--- config.mk ---
export PLATFORM = sky130hd
export DESIGN_NAME = uart_rx_param
export DESIGN_NICKNAME = d
export VERILOG_FILES = /design/src/rtl/uart_rx_param.sv
export SDC_FILE = /design/constraint.sdc
export NUM_CORES = 1
export LEC_CHECK = 0
export CAP_MARGIN = 15
export CORE_MARGIN = 2
export CORE_UTILIZATION = 57
export CTS_CLUSTER_DIAMETER = 40
export DETAILED_ROUTE_END_ITERATION = 8
export PLACE_DENSITY = 0.76
export SLEW_MARGIN = 15
export SYNTH_ARGS = -nofsm -noshare
export SYNTH_HDL_FRONTEND = slang
export SYNTH_SLANG_ARGS = --single-unit
--- constraint.sdc ---
create_clock -name clock -period 2.3 [get_ports clock]
set_input_delay 0.46 -clock clock [delete_from_list [all_inputs] [get_ports clock]]
set_output_delay 0.46 -clock clock [all_outputs]
set_load 0.01 [all_outputs]
--- src/rtl/uart_rx_param.sv ---
// Oversampling UART receiver: configurable width/parity/stop bits, holding register with valid/ready.
// Latency: valid/overrun/break_detect assert one cycle after the tick that samples the final stop bit.
// Backpressure: one-frame holding register; a frame completing while it is full and not accepted is dropped with overrun.
//
// Ports: clock, reset_n (async active-low), rx (raw line, idle high), ready (consumer accept),
//        data/valid/parity_error/framing_error (held frame), overrun/break_detect (1-cycle pulses), busy.
// Build option: define UART_RX_MAJORITY_EN for 2-of-3 majority voting at samples M-1, M, M+1.
module uart_rx_param #(
   parameter int DATA_BITS  = 8,
   parameter int PARITY     = 0,
   parameter int STOP_BITS  = 1,
   parameter int CLK_HZ     = 25_000_000,
   parameter int BAUD_RATE  = 9600,
   parameter int OVERSAMPLE = 16
) (
   input  logic                 clock,
   input  logic                 reset_n,
   input  logic                 rx,
   input  logic                 ready,
   output logic [DATA_BITS-1:0] data,
   output logic                 valid,
   output logic                 parity_error,
   output logic                 framing_error,
   output logic                 overrun,
   output logic                 break_detect,
   output logic                 busy
);

   localparam int DIV_RAW = CLK_HZ / (BAUD_RATE * OVERSAMPLE);
   localparam int DIV     = (DIV_RAW < 1) ? 1 : DIV_RAW;
   localparam int DCW     = $clog2(DIV + 1);
   localparam int SCW     = $clog2(OVERSAMPLE);
   localparam int M       = OVERSAMPLE / 2;
`ifdef UART_RX_MAJORITY_EN
   localparam int SAMPLE_PT = M + 1;   // decision waits for the third vote
`else
   localparam int SAMPLE_PT = M;
`endif

   typedef enum logic [2:0] {
      S_IDLE, S_START, S_DATA, S_PARITY, S_STOP, S_WAIT_IDLE
   } state_t;

   state_t               state_q, state_d;
   logic                 rx_m, rx_s;
   logic [DCW-1:0]       dcnt;
   logic [SCW-1:0]       scnt;
   logic [3:0]           bcnt;
   logic [DATA_BITS-1:0] shreg;
   logic                 par_bit;
   logic                 ferr_acc;
   logic                 in_frame, tick, sample_now, bit_end, bit_val;
   logic                 commit, ferr_now, brk, par_x, perr;

   // Two-flop synchroniser; resets to the idle level so reset never looks like a start bit.
   always_ff @(posedge clock or negedge reset_n) begin
      if (!reset_n) begin
         rx_m <= 1'b1;
         rx_s <= 1'b1;
      end else begin
         rx_m <= rx;
         rx_s <= rx_m;
      end
   end

   assign in_frame   = (state_q == S_START) || (state_q == S_DATA) ||
                       (state_q == S_PARITY) || (state_q == S_STOP);
   assign tick       = in_frame && (dcnt == DCW'(DIV - 1));
   assign sample_now = tick && (scnt == SCW'(SAMPLE_PT));
   assign bit_end    = tick && (scnt == SCW'(OVERSAMPLE - 1));

   // Divider and sample counter are held at zero outside a frame, so both restart cleanly at start detection.
   always_ff @(posedge clock or negedge reset_n) begin
      if (!reset_n) begin
         dcnt <= '0;
         scnt <= '0;
      end else if (!in_frame) begin
         dcnt <= '0;
         scnt <= '0;
      end else begin
         dcnt <= tick ? '0 : dcnt + DCW'(1);
         if (tick) scnt <= bit_end ? '0 : scnt + SCW'(1);
      end
   end

`ifdef UART_RX_MAJORITY_EN
   logic vote_a, vote_b;
   always_ff @(posedge clock or negedge reset_n) begin
      if (!reset_n) begin
         vote_a <= 1'b1;
         vote_b <= 1'b1;
      end else begin
         if (tick && scnt == SCW'(M - 1)) vote_a <= rx_s;
         if (tick && scnt == SCW'(M))     vote_b <= rx_s;
      end
   end
   assign bit_val = (vote_a & vote_b) | (vote_a & rx_s) | (vote_b & rx_s);
`else
   assign bit_val = rx_s;
`endif

   // Frame evaluation, valid on the final stop-bit sample.
   assign ferr_now = ferr_acc | ~bit_val;
   assign par_x    = ^{shreg, par_bit};
   assign perr     = (PARITY == 1) ? par_x : (PARITY == 2) ? ~par_x : 1'b0;
   assign brk      = ferr_now && (shreg == '0) && ((PARITY == 0) || !par_bit);

   always_comb begin
      state_d = state_q;
      commit  = 1'b0;
      case (state_q)
         S_IDLE:      if (!rx_s) state_d = S_START;
         S_START: begin
            if (sample_now && bit_val) state_d = S_IDLE;   // glitch, not a real start bit
            else if (bit_end)          state_d = S_DATA;
         end
         S_DATA:      if (bit_end && bcnt == 4'(DATA_BITS))
                         state_d = (PARITY != 0) ? S_PARITY : S_STOP;
         S_PARITY:    if (bit_end) state_d = S_STOP;
         S_STOP: begin
            if (sample_now && bcnt == 4'(STOP_BITS - 1)) begin
               commit  = 1'b1;
               state_d = ferr_now ? S_WAIT_IDLE : S_IDLE;
            end
         end
         S_WAIT_IDLE: if (rx_s) state_d = S_IDLE;
         default:     state_d = S_IDLE;
      endcase
   end

   always_ff @(posedge clock or negedge reset_n) begin
      if (!reset_n) state_q <= S_IDLE;
      else          state_q <= state_d;
   end

   // Datapath registers; bcnt restarts on every state change.
   always_ff @(posedge clock or negedge reset_n) begin
      if (!reset_n) begin
         bcnt     <= '0;
         shreg    <= '0;
         par_bit  <= 1'b0;
         ferr_acc <= 1'b0;
      end else begin
         if (state_d != state_q)
            bcnt <= '0;
         else if (sample_now && (state_q == S_DATA || state_q == S_STOP))
            bcnt <= bcnt + 4'd1;
         if (state_q == S_IDLE)
            ferr_acc <= 1'b0;
         else if (state_q == S_STOP && sample_now && !bit_val)
            ferr_acc <= 1'b1;
         if (state_q == S_DATA && sample_now)
            shreg <= {bit_val, shreg[DATA_BITS-1:1]};
         if (state_q == S_PARITY && sample_now)
            par_bit <= bit_val;
      end
   end

   // Holding register. A commit in the same cycle as an accept refills it without a bubble.
   always_ff @(posedge clock or negedge reset_n) begin
      if (!reset_n) begin
         data          <= '0;
         valid         <= 1'b0;
         parity_error  <= 1'b0;
         framing_error <= 1'b0;
         overrun       <= 1'b0;
         break_detect  <= 1'b0;
      end else begin
         overrun      <= 1'b0;
         break_detect <= 1'b0;
         if (valid && ready) valid <= 1'b0;
         if (commit) begin
            if (brk) begin
               break_detect <= 1'b1;
            end else if (!valid || ready) begin
               data          <= shreg;
               parity_error  <= perr;
               framing_error <= ferr_now;
               valid         <= 1'b1;
            end else begin
               overrun <= 1'b1;
            end
         end
      end
   end

   assign busy = (state_q != S_IDLE);

endmodule

* After elaboration in Yosys (flattened, before gate mapping)
Cells that the tools add are included.
Storage, ports and cells: flip-flop bits (word level) 42, bits of input ports 4, output and inout bits 14, logic and storage cells 85
Operators by class: $add $sub $neg 3, equality and inequality tests 11, muxes and demuxes 29, bitwise logic cells 3, reduce and logical (&&, ||, !) cells 26
Operator list (count):
- 3-bit two-way mux | 8
- 4-bit two-way mux | 5
- 3-bit case mux with 6 select lines | 1
- 8-bit two-way mux | 2
- 1-bit two-way mux | 13
- 4-bit equality test (second input constant) | 3
- 1-bit logical AND | 12
- 4-bit by 1-bit adder with 4-bit output (second input constant) | 2
- 8-bit by 1-bit adder with 8-bit output (second input constant) | 1
- 8-bit equality test (second input constant) | 1
- 8-bit logical NOT | 1
- 3-bit by 2-bit equality test with 1-bit output (second input constant) | 2
- 3-bit equality test (second input constant) | 2
- 1-bit logical OR | 5
- 4-bit logical NOT | 1
- 2-bit nonzero test | 2
- 3-bit by 1-bit equality test with 1-bit output (second input constant) | 1
- 3-bit logical NOT | 1
- 3-bit inequality test | 1
- 3-bit AND reduction | 1
- 3-bit nonzero test | 1
- 1-bit logical NOT | 2
- 2-bit by 1-bit inequality test with 1-bit output (second input constant) | 1
- 1-bit inverter | 2
- 1-bit bitwise OR | 1

* Depth between registers and ports, before layout
Gate-level depths: netlist (run 1).
word-level depth 11, mapped depth 8

* Worst setup path after synthesis (run 1)
No wires, ideal clock.
path kind reg2reg, start register dcnt[2], end register bcnt[0], setup time 0.141 ns, data arrival time 1.963 ns, required time 2.159 ns, path slack 0.196 ns, stages on the path, launching flop included 7, cells stage by stage dfrtp_1 or3_4 or2_1 buf_6 or4_4 a22oi_4 nor3_1
Between the ends: word-level cells in the longest chain between the ends 8, elaborated cells on any way between the ends 17
Ends and longest elaborated chain:
- from (decl) | RTL line 46 | logic [DCW-1:0] dcnt;
- from (signal assigned) | RTL line 81 | dcnt <= tick ? '0 : dcnt + DCW'(1);
- 8-bit equality test * | RTL line 68 | assign tick = in_frame && (dcnt == DCW'(DIV - 1));
- 1-bit logical AND * | RTL line 68
- 1-bit logical AND, on equally long branches | RTL line 70, 69
- 3-bit two-way mux, or another cell as far along | RTL line 115 | else if (bit_end) state_d = S_DATA;
- 3-bit two-way mux, on equally long branches | RTL line 114, 117, 121
- 3-bit case mux with 6 select lines | RTL line 111 | case (state_q)
- 3-bit inequality test | RTL line 144 | if (state_d != state_q)
- 4-bit two-way mux or 2-bit nonzero test (tied branches)
- to (signal assigned) | RTL line 147 | bcnt <= bcnt + 4'd1;
- to (decl) | RTL line 48 | logic [3:0] bcnt;
Every way passes the cells marked *; elsewhere a longest branch is shown, timed or not. A chain may end at the register's enable or synchronous reset.

* Worst setup path in the final report (run 1)
start register state_q[0], end output busy
Between the ends: word-level cells in the longest chain between the ends 1
Ends and longest elaborated chain:
- from (decl) | RTL line 44 | state_t state_q, state_d;
- from (signal assigned) | RTL line 133 | else state_q <= state_d;
- 3-bit nonzero test | RTL line 187 | assign busy = (state_q != S_IDLE);
- to (decl) | RTL line 26 | output logic busy
No other way between the ends.

==> metrics.md, run 1 <==
| Metric | Value |
|---|---|
| Outcome | `completed` |
| Routed vias/inst | `5.789` |
| Fmax | `456.7 MHz` |
| Count of final setup violators | `0` |
| Gpl congestion | `0.8206` |
| Core area | `3416 sq um` |
| Post-DP HPWL | `2890 um` |
| Reg-to-reg critical path startpoint | `dcnt[1]` |
| Die width | `64.31 um` |
| DR vias | `1511` |
| Worst EP required | `1.84 ns` |
| Placed cell count | `250` |
| CTS root buffer | `clkbuf_4` |
| # IOs | `18` |
| Minimum clock period | `2.190 ns` |
| EDFF count, synth | `0` |
| Antenna cell count | `0` |
| Hold Crit Class | `input pin to asynchronous set/reset pin` |
| Sw power | `0.0002516 W` |
| Routing usage on met2 | `36.72%` |
| Initial core utilization | `60.70%` |
| GRT Residual Overflow | `0` |
| DRC | `0` |
| H-Tree Depth | `2` |
| # rows | `21` |
| Synthesized flop and latch total | `42` |
| # port buffers | `16` |
| Drt wl/cell | `15.54 um` |
| Clock Tree Buf Depth | `2` |
| Met3 usage | `6.162%` |
| Final hold vios | `0` |
| Top_reg_cell synth | `dfrtp_1` |
| Post-Route WL | `4056 um` |
| Clk pwr share | `39.1%` |
| XOR/XNOR Fraction of Synth Area | `4.647%` |
| Clk slew on worst S/H paths | `0.12 ns` |
| Setup CP Type | `flop to output port` |
| Max-cap violation count | `0` |
| Largest family of logic cells by synthesized area | `simple AND/OR/NAND/NOR gates` |
| Synth unique cells | `49` |
| Fin util | `70.18%` |
| P&R area growth vs syn | `15.63%` |
| VDD IR-drop max | `0.0004237 V` |
| Fin Setup TNS | `0 ns` |
| Simple-Gate Fraction of Synth Area | `19.92%` |
| Max-slew violation count | `0` |
| Detailed Route Iter0 Violations | `47` |
| Final Cycle Share | `95.20%` |
| Switching Fraction | `19.98%` |
| Syn Area/Cell | `11.15 sq um` |
| Post-DRT Antenna Nets | `0` |
| Synth Area in Adders | `3.621%` |
| Layout cells sized above 1 | `21.40%` |
| FILL cells | `258` |
| GR peak layer | `met2` |
| Power per cell area | `525.2 nW/um^2` |
| Seq/Total Area, Yosys | `50.81%` |
| Worst R2R Path Depth | `7` |
| Lkg Pwr | `1.097 nW` |
| Crit. Startpoint | `state_q[0]` |
| Unrepaired setup endpoints after global routing | `no` |
| Mapped Nets | `196` |
| Die height | `64.31 um` |
| Initial antenna violation count | `0` |
| CP Capture Type | `output port` |
| CP Capture Point | `busy` |
| Worst-Skew Late Latency | `0.34 ns` |
| Syn Inst Count | `186` |
| Largest net degree at the start of global routing | `43` |
| Vias in the first global route | `1525` |
| Cell area after synthesis | `2073 sq um` |
| Combinational cell fraction of total power | `1.9%` |
| Die Footprint | `4136 sq um` |
| Skew final | `0.01591 ns` |
| Sequential Power Share | `59.0%` |
| CTS tree | `built` |
| Nets | `224` |
| Critical Path Start Type | `flop` |
| CP Max Fanout | `8` |
| Global Route met1 Usage | `28.10%` |
| Slew HR | `40.43%` |
| Pre-antenna DRT Iters | `4` |
| R2r setup slk | `0.16 ns` |
| Pint | `0.001007 W` |
| Compound-Gate Fraction of Synth Area | `7.604%` |
| Gr usage total | `22.08%` |
| Final std cells w/o fill | `261` |
| # clock sinks | `42` |
| Multiplexer share of the synthesized area | `9.173%` |
| Slew @ Worst Pin | `0.8936 ns` |
| Total CTS buffers | `5` |
| Reg2reg end | `bcnt[1]` |
| Fraction of registers with async set/reset | `100.0%` |
| Synth Warn # | `0` |
| First-pass GRT wire length | `7017 um` |
| CP arrival | `1.73 ns` |
==> worst min path at each step <==
stage / end / slack (ns) / from
after global placement: bit_val / 0.35 / rx_m
after CTS: data[4] / 0.26 / reset_n
after global routing: scnt[3] / 0.29 / reset_n
after detailed placement: bit_val / 0.36 / rx_m
after floorplan: bcnt[0] / 0.16 / reset_n
final: scnt[3] / 0.22 / reset_n
==> logic make-up after synthesis <==
kind of cell,count (synthesis)
simple gates,75
flops,42
xor+xnor,11
fa+ha+maj,6
other cells,1
buf+inv,13
compound gates,21
mux,17
==> layout by cell type, fill, tap and decap left out, types with 2 or more instances in the layout <==
master           netlist  layout
xor2_1                 7       7
mux2_2                16      16
a31oi_1                2       2
ha_1                   6       6
nor4_1                 5       5
buf_4                  1      11
or4_1                  2       2
nand2_1               14      14
xnor2_1                4       4
dfrtp_1               40      39
clkdlybuf4s50_1        0      15
clkbuf_4               0       5
nor3_1                 7       7
nor2_1                14      14
nand3_1               12      12
nor2b_1                2       2
inv_1                  7       7
a21oi_1                7       7
and3_1                 2       2
dfstp_2                2       2
o21ai_0                2       2
nand4_1                2       2
==> timing repair <==
item,in CTS,in global routing
buffers inserted,0,3
resized for setup,0,1
hold buffers,0,0
hold endpoints to repair,0,0
endpoints found under the setup margin,0,1
==> registers in the layout (all words and copies together) (netlist names), 3 cells and up <==
signal and flops:
bcnt 4, data 8, dcnt 8, scnt 4
shreg 8, state_q 3
==> cell usage after synthesis, types with 4 or more instances <==
library cell   n  share of area (%)
dfrtp_1       40                 48
mux2_2        16                8.7
nand2_1       14                2.5
nor2_1        14                2.5
nand3_1       12                2.9
a21oi_1        7                1.7
inv_1          7                1.3
nor3_1         7                1.7
xor2_1         7                3.0
ha_1           6                3.6
nor4_1         5                1.5
buf_6          4                2.2
xnor2_1        4                1.7
==> per-stage QoR <==
stage                     setup WS [ns]   power, W  area, sq um  hold slack, ns
final                            0.1105   0.001259         2397          0.2173
after global routing            0.02535   0.001312         2397          0.2871
after CTS                       0.02278   0.001273         2374          0.2640
after detailed placement         0.1797  0.0007828         2288          0.3568
after global placement           0.2408  0.0007816         2288          0.3481
after floorplan                  0.1956  0.0007636         2073          0.1644
==> routing by layer <==
| metal | part of all wire [%] | vias up |
|---|---|---|
| met4 | 0.99 | 0 |
| met5 | 0 | - |
| met2 | 51 | 30 |
| li1 | - | 721 |
| met1 | 44 | 754 |
| met3 | 3.6 | 6 |
==> worst max-delay path: stages, from the launching register on <==
cell	delay [ns]
dfrtp_2	0.50
or3_1	0.39
clkdlybuf4s50_1	0.50
==> power groups by stage <==
stage	Combinational [W]	Clock (W)	Sequential, W
floorplan	0.00000690	0	0.000757
global placement	0.0000244	0	0.000757
detailed placement	0.0000255	0	0.000757
CTS	0.0000255	0.000504	0.000743
global route	0.0000287	0.000539	0.000744
finish	0.0000241	0.000492	0.000743
==> final cells by class <==
class / instances / area (sq um) / area share, %
Clock buffer: 7 / 55.05 / 2.296
Tap cell: 46 / 57.56 / 2.401
Timing Repair Buffer: 27 / 237.7 / 9.916
Inverter: 7 / 26.28 / 1.096
Multi-Input combinational cell: 131 / 935.9 / 39.04
Sequential cell: 42 / 1055 / 44.00
Clock inverter: 1 / 30.03 / 1.253
Power figures use the tool's default switching activity.
==> run 2: changes to the inputs <==
--- a/config.mk
+++ b/config.mk
@@ -10,6 +10,7 @@
 export CORE_UTILIZATION = 57
 export CTS_CLUSTER_DIAMETER = 40
 export DETAILED_ROUTE_END_ITERATION = 8
+export MAX_ROUTING_LAYER = met4
 export PLACE_DENSITY = 0.76
 export SLEW_MARGIN = 15
 export SYNTH_ARGS = -nofsm -noshare
==> run 2 against run 1 <==
Effect of this change:
- sequential power is essentially flat
- register-to-register slack is essentially flat
- critical path depth is the same
==> metrics.md, run 2 (same netlist as run 1, synthesis figures left out) <==
| Metric | Value |
|---|---|
| Post-DRT Antenna Nets | `0 (unchanged)` |
| Reg2reg end | `bcnt[1] (unchanged)` |
| # IOs | `18 (unchanged)` |
| Clk slew on worst S/H paths | `0.12 ns (about the same)` |
| Combinational cell fraction of total power | `1.9% (about the same)` |
| Total CTS buffers | `5 (unchanged)` |
| Initial core utilization | `60.70% (unchanged)` |
| # clock sinks | `42 (unchanged)` |
| Post-Route WL | `4029 um (was 4056 um)` |
| Clk pwr share | `39.0% (was 39.1%)` |
| Regs by FF count | `data: 8 flops, dcnt: 8 flops, shreg: 8 flops (unchanged)` |
| Max-slew violation count | `0 (unchanged)` |
| Routed vias/inst | `5.828 (was 5.789)` |
| Max-cap violation count | `0 (unchanged)` |
| Power per cell area | `524.8 nW/um^2 (was 525.2 nW/um^2)` |
| Fin Setup TNS | `0 ns (unchanged)` |
| Slew @ Worst Pin | `0.8929 ns (was 0.8936 ns)` |
| Die Footprint | `4136 sq um (unchanged)` |
| Count of final setup violators | `0 (unchanged)` |
| Antenna cell count | `0 (unchanged)` |
| Max layer used | `met4 (unchanged)` |
| Most common cell after layout, fill and taps aside | `dfrtp_1 (unchanged)` |
| Layout cells sized above 1 | `21.40% (unchanged)` |
| Unrepaired setup endpoints after global routing | `no (unchanged)` |
| DR vias | `1521 (was 1511)` |
| CP arrival | `1.72 ns (was 1.73 ns)` |
| Skew final | `0.01590 ns (was 0.01591 ns)` |
| P&R area growth vs syn | `15.63% (unchanged)` |
| FILL cells | `258 (unchanged)` |
| Final Cycle Share | `94.82% (was 95.20%)` |
| Die width | `64.31 um (unchanged)` |
| First-pass GRT wire length | `6996 um (was 7017 um)` |
| Gpl congestion | `0.8330 (was 0.8206)` |
| Initial antenna violation count | `0 (unchanged)` |
| M1 WL | `1757 um (was 1791 um)` |
| Setup CP Type | `flop to output port (unchanged)` |
| Nets | `224 (unchanged)` |
| Reg-to-reg critical path startpoint | `dcnt[1] (unchanged)` |
| Hold Crit Class | `input pin to asynchronous set/reset pin (unchanged)` |
| H-Tree Depth | `2 (unchanged)` |
| Lkg Pwr | `1.097 nW (unchanged)` |
| Worst R2R Path Depth | `7 (unchanged)` |
| Pre-CTS setup slack | `0.1797 ns (unchanged)` |
| Fmax | `458.5 MHz (was 456.7 MHz)` |
| CTS tree | `built (unchanged)` |
| GRT Residual Overflow | `0 (unchanged)` |
| Area of all sequential standard cells | `1055 sq um (unchanged)` |
| Minimum clock period | `2.181 ns (was 2.190 ns)` |
| Detailed Route Iter0 Violations | `43 (was 47)` |
| Final std cells w/o fill | `261 (unchanged)` |
| Sequential Power Share | `59.1% (was 59.0%)` |
| Most frequent cells in the layout | `dfrtp_1 (39), mux2_2 (16), clkdlybuf4s50_1 (15), nor2_1 (14), nand2_1 (14) (unchanged)` |
| Final hold vios | `0 (unchanged)` |
| Pre-antenna DRT Iters | `4 (unchanged)` |
| WL met3 | `151 um (was 145 um)` |
| CP Capture Type | `output port (unchanged)` |
| Largest net degree at the start of global routing | `43 (unchanged)` |
| CTS root buffer | `clkbuf_4 (unchanged)` |
| Placed cell count | `250 (unchanged)` |
| Post-CTS Hold Fix Bufs | `0 (unchanged)` |
| Die height | `64.31 um (unchanged)` |
| Critical Path Start Type | `flop (unchanged)` |
| # rows | `21 (unchanged)` |
| Switching Fraction | `19.92% (was 19.98%)` |
| Worst-Skew Late Latency | `0.34 ns (about the same)` |
| R2r setup slk | `0.15 ns (was 0.16 ns)` |
| Core area | `3416 sq um (unchanged)` |
| Post-DP HPWL | `2890 um (unchanged)` |
| Slew HR | `40.47% (was 40.43%)` |
| Clock Tree Buf Depth | `2 (unchanged)` |
| Sw power | `0.0002506 W (was 0.0002516 W)` |
| # port buffers | `16 (unchanged)` |
| Met2 wire length | `2064 um (was 2079 um)` |
| Drt wl/cell | `15.44 um (was 15.54 um)` |
| Gr usage total | `22.55% (was 22.08%)` |
| CP Max Fanout | `8 (unchanged)` |
| VDD IR-drop max | `0.0004241 V (was 0.0004237 V)` |
| Final worst slack | `0.1190 ns (was 0.1105 ns)` |
| Area of the multi-input gates | `935.9 sq um (unchanged)` |
| Vias in the first global route | `1529 (was 1525)` |
| Outcome | `completed (unchanged)` |
| Worst EP required | `1.84 ns (about the same)` |
| Pint | `0.001007 W (about the same)` |
| DRC | `0 (unchanged)` |
-- run 2: worst max path at each step --
stage	slack (ns)	end	cells past startpoint	startpoint
after global routing	0.03	bcnt[1]	7	dcnt[1]
after floorplan	0.20	bcnt[0]	6	dcnt[2]
after CTS	0.02	busy	2	state_q[0]
after detailed placement	0.18	bcnt[1]	7	dcnt[1]
after global placement	0.24	bcnt[1]	5	dcnt[2]
final	0.12	busy	2	state_q[0]
-- run 2: what timing repair did --
| item | 4_1_cts | 5_1_grt |
|---|---|---|
| gates resized for setup | 0 | 1 |
| buffers inserted | 0 | 3 |
| setup endpoints to repair | 0 | 1 |
-- run 2: power by group through the flow --
stage	Clock, W	Combinational, W	Sequential [W]
2_1_floorplan	0	0.00000690	0.000757
6_report	0.000491	0.0000242	0.000743
4_1_cts	0.000504	0.0000255	0.000743
3_3_place_gp	0	0.0000244	0.000757
3_5_place_dp	0	0.0000255	0.000757
5_1_grt	0.000537	0.0000287	0.000744
-- run 2: final cells by class --
| cell class | count | share of cell area, % |
|---|---|---|
| clock buffers | 7 | 2.296 |
| clock inverters | 1 | 1.253 |
| repair buffers | 27 | 9.916 |
| well taps | 46 | 2.401 |
| inverters | 7 | 1.096 |
| multi-input cells | 131 | 39.04 |
| flip-flops and latches | 42 | 44.00 |
-- run 2: critical path: stages (launching register included) --
cell,delay [ns]
dfrtp_2,0.49
or3_1,0.39
clkdlybuf4s50_1,0.50
-- run 2: metal layers --
layer | vias to the layer above | track usage [%]
met5 | - | -
met4 | 0 | 7.713
met3 | 8 | 4.930
met2 | 37 | 36.72
met1 | 753 | 28.10
li1 | 723 | -
-- run 2: per-stage QoR --
stage	hold WS (ns)	utilization (%)	instance area, sq um	power (W)
2_1_floorplan	0.1644	-	2073	0.0007636
6_report	0.2150	70.18	2397	0.001258
3_5_place_dp	0.3568	67.00	2288	0.0007828
3_3_place_gp	0.3481	67.00	2288	0.0007816
4_1_cts	0.2640	69.49	2374	0.001273
5_1_grt	0.2932	70.18	2397	0.001309
==> run 3: changes to the inputs <==
==> constraint.sdc (replaced) <==
create_clock -name clock -period 2.1 [get_ports clock]
set_input_delay 0.42 -clock clock [delete_from_list [all_inputs] [get_ports clock]]
set_output_delay 0.42 -clock clock [all_outputs]
set_load 0.01 [all_outputs]
==> run 3 against run 2 <==
Effect of this change:
- design area grew 6.6%
- largest power group unchanged
- flip-flop and latch count unchanged
- global-route usage decreased by 0.49 points
- via count grew 2.2%
- highest routed layer unchanged
- power up 8.8%
- non-clock buffer count up 13
==> metrics.md, run 3 (same netlist as run 1, synthesis figures left out) <==
| Metric | Value |
|---|---|
| Outcome | `completed (unchanged)` |
| Worst hold slack | `0.004877 ns (was 0.2150 ns)` |
| Clk pwr share | `38.2% (was 39.0%)` |
| Setup CP Type | `flop to flop (was flop to output port)` |
| Reg-to-reg critical path startpoint | `dcnt[4] (was dcnt[1])` |
| Max-slew violation count | `0 (unchanged)` |
| H-Tree Depth | `2 (unchanged)` |
| P&R area growth vs syn | `23.23% (was 15.63%)` |
| Skew final | `0.01820 ns (was 0.01590 ns)` |
| Power per cell area | `535.9 nW/um^2 (was 524.8 nW/um^2)` |
| Combinational cell fraction of total power | `2.3% (was 1.9%)` |
| GR peak layer | `met2 (unchanged)` |
| Lkg Pwr | `1.180 nW (was 1.097 nW)` |
| Critical Path Start Type | `flop (unchanged)` |
| VDD IR-drop max | `0.0005651 V (was 0.0004241 V)` |
| Die height | `64.31 um (unchanged)` |
| Post-DP HPWL | `2928 um (was 2890 um)` |
| Detailed Route Iter0 Violations | `67 (was 43)` |
| CTS root buffer | `clkbuf_4 (unchanged)` |
| Final Total Pwr | `0.001369 W (was 0.001258 W)` |
| Met3 usage | `3.521% (was 4.930%)` |
| Drt wl/cell | `14.72 um (was 15.44 um)` |
| Final hold vios | `0 (unchanged)` |
| Clk slew on worst S/H paths | `0.14 ns (was 0.12 ns)` |
| Post-CTS Hold Fix Bufs | `0 (unchanged)` |
| Largest net degree at the start of global routing | `43 (unchanged)` |
| Die width | `64.31 um (unchanged)` |
| Pint | `0.001073 W (was 0.001007 W)` |
| First-pass GRT wire length | `6844 um (was 6996 um)` |
| DR vias | `1555 (was 1521)` |
| Post-Route WL | `4032 um (was 4029 um)` |
| Crit. Startpoint | `dcnt[4] (was state_q[0])` |
| Global Route met1 Usage | `27.09% (was 28.10%)` |
| Post-DRT Antenna Nets | `0 (unchanged)` |
| Clock Tree Buf Depth | `2 (unchanged)` |
| Final worst slack | `0.05489 ns (was 0.1190 ns)` |
| CP arrival | `2.30 ns (was 1.72 ns)` |
| Gpl congestion | `0.9435 (was 0.8330)` |
| # clock sinks | `42 (unchanged)` |
| GRT Residual Overflow | `0 (unchanged)` |
| Die Footprint | `4136 sq um (unchanged)` |
| Count of final setup violators | `0 (unchanged)` |
| # port buffers | `16 (unchanged)` |
| Most frequent cells in the layout | `dfrtp_1 (39), buf_4 (23), mux2_2 (16) (was dfrtp_1 (39), mux2_2 (16), clkdlybuf4s50_1 (15), nor2_1 (14), nand2_1 (14))` |
| Minimum clock period | `2.045 ns` |
| Gr usage total | `22.06% (was 22.55%)` |
| Worst EP required | `2.35 ns (was 1.84 ns)` |
| Nets | `237 (was 224)` |
| Total CTS buffers | `5 (unchanged)` |
| Final Cycle Share | `97.39%` |
| DRC | `0 (unchanged)` |
| Pre-CTS setup slack | `0.01248 ns (was 0.1797 ns)` |
| CP Capture Type | `flop (was output port)` |
| Worst-Skew Late Latency | `0.36 ns (was 0.34 ns)` |
| Pre-antenna DRT Iters | `4 (unchanged)` |
| Worst R2R Path Depth | `6 (was 7)` |
| Switching Fraction | `21.65% (was 19.92%)` |
| Hold Crit Class | `input pin to asynchronous set/reset pin (unchanged)` |
| Initial core utilization | `60.70% (unchanged)` |
| # IOs | `18 (unchanged)` |
| Max-cap violation count | `0 (unchanged)` |
| Initial antenna violation count | `0 (unchanged)` |
| Core area | `3416 sq um (unchanged)` |
| Routed vias/inst | `5.675 (was 5.828)` |
| Fin Setup TNS | `0 ns (unchanged)` |
| # rows | `21 (unchanged)` |
| R2r setup slk | `0.05 ns (was 0.15 ns)` |
| Regs by FF count | `data: 8 flops, dcnt: 8 flops, shreg: 8 flops (unchanged)` |
| CP Max Fanout | `4 (was 8)` |
| Sequential Power Share | `59.4% (was 59.1%)` |
| CTS tree | `built (unchanged)` |
| Routing usage on met2 | `36.72% (unchanged)` |
| Most common cell after layout, fill and taps aside | `dfrtp_1 (unchanged)` |
| Sw power | `0.0002965 W (was 0.0002506 W)` |
| Vias in the first global route | `1526 (was 1529)` |
| Antenna cell count | `0 (unchanged)` |
| Fmax | `489.0 MHz` |
| Layout cells sized above 1 | `29.39% (was 21.40%)` |
| Fin util | `74.80% (was 70.18%)` |
run 3: repair_timing:
action                                  in CTS  in global routing
pin swaps                                    0                  2
endpoints found under the setup margin       3                  6
gates resized for setup                      3                  8
buffers inserted                             1                  4
run 3: layer usage:
layer | wire length, um | vias up | part of all wire, %
met5 | 0 | - | 0
met4 | 80 | 0 | 2.0
met3 | 143 | 10 | 3.5
met2 | 2044 | 39 | 51
met1 | 1763 | 762 | 44
li1 | - | 744 | -
run 3: layout make-up:
class / instances / area, sq um
clock buffers: 5 / 37.54
clock inverters: 3 / 45.04
fillers: 237 / 860.8
inverters: 7 / 26.28
multi-input cells: 131 / 987.2
flip-flops and latches: 42 / 1055
well taps: 46 / 57.56
repair buffers: 40 / 346.6
run 3: final timing paths:
kind	to
worst min-delay path	state_q[1]
worst min register to register	bit_val
worst max register to register	bcnt[3]
min in group clock	bit_val
worst max-delay path	bcnt[3]
max in group asynchronous	rx_m
run 3: power by group through the flow:
| stage | Clock (W) | Combinational [W] | Sequential (W) |
|---|---|---|---|
| after floorplan | 0 | 0.00000754 | 0.000829 |
| after CTS | 0.000534 | 0.0000329 | 0.000814 |
| after global routing | 0.000571 | 0.0000369 | 0.000815 |
| after global placement | 0 | 0.0000319 | 0.000829 |
| after detailed placement | 0 | 0.0000328 | 0.000829 |
| final | 0.000523 | 0.0000320 | 0.000814 |
run 3: stage by stage:
step	instance area (sq um)	instances
after floorplan	2073	186
after global placement	2384	261
after detailed placement	2384	261
after CTS	2479	270
after global routing	2555	274
final	2555	274
run 3: worst max-delay path, cell delays in order, from the launching register on:
cell and delay (ns):
dfrtp_1 0.41, or3_4 0.42, or2_4 0.29, or4_4 0.51, o311ai_2 0.09, buf_4 0.17
nor3_1 0.05
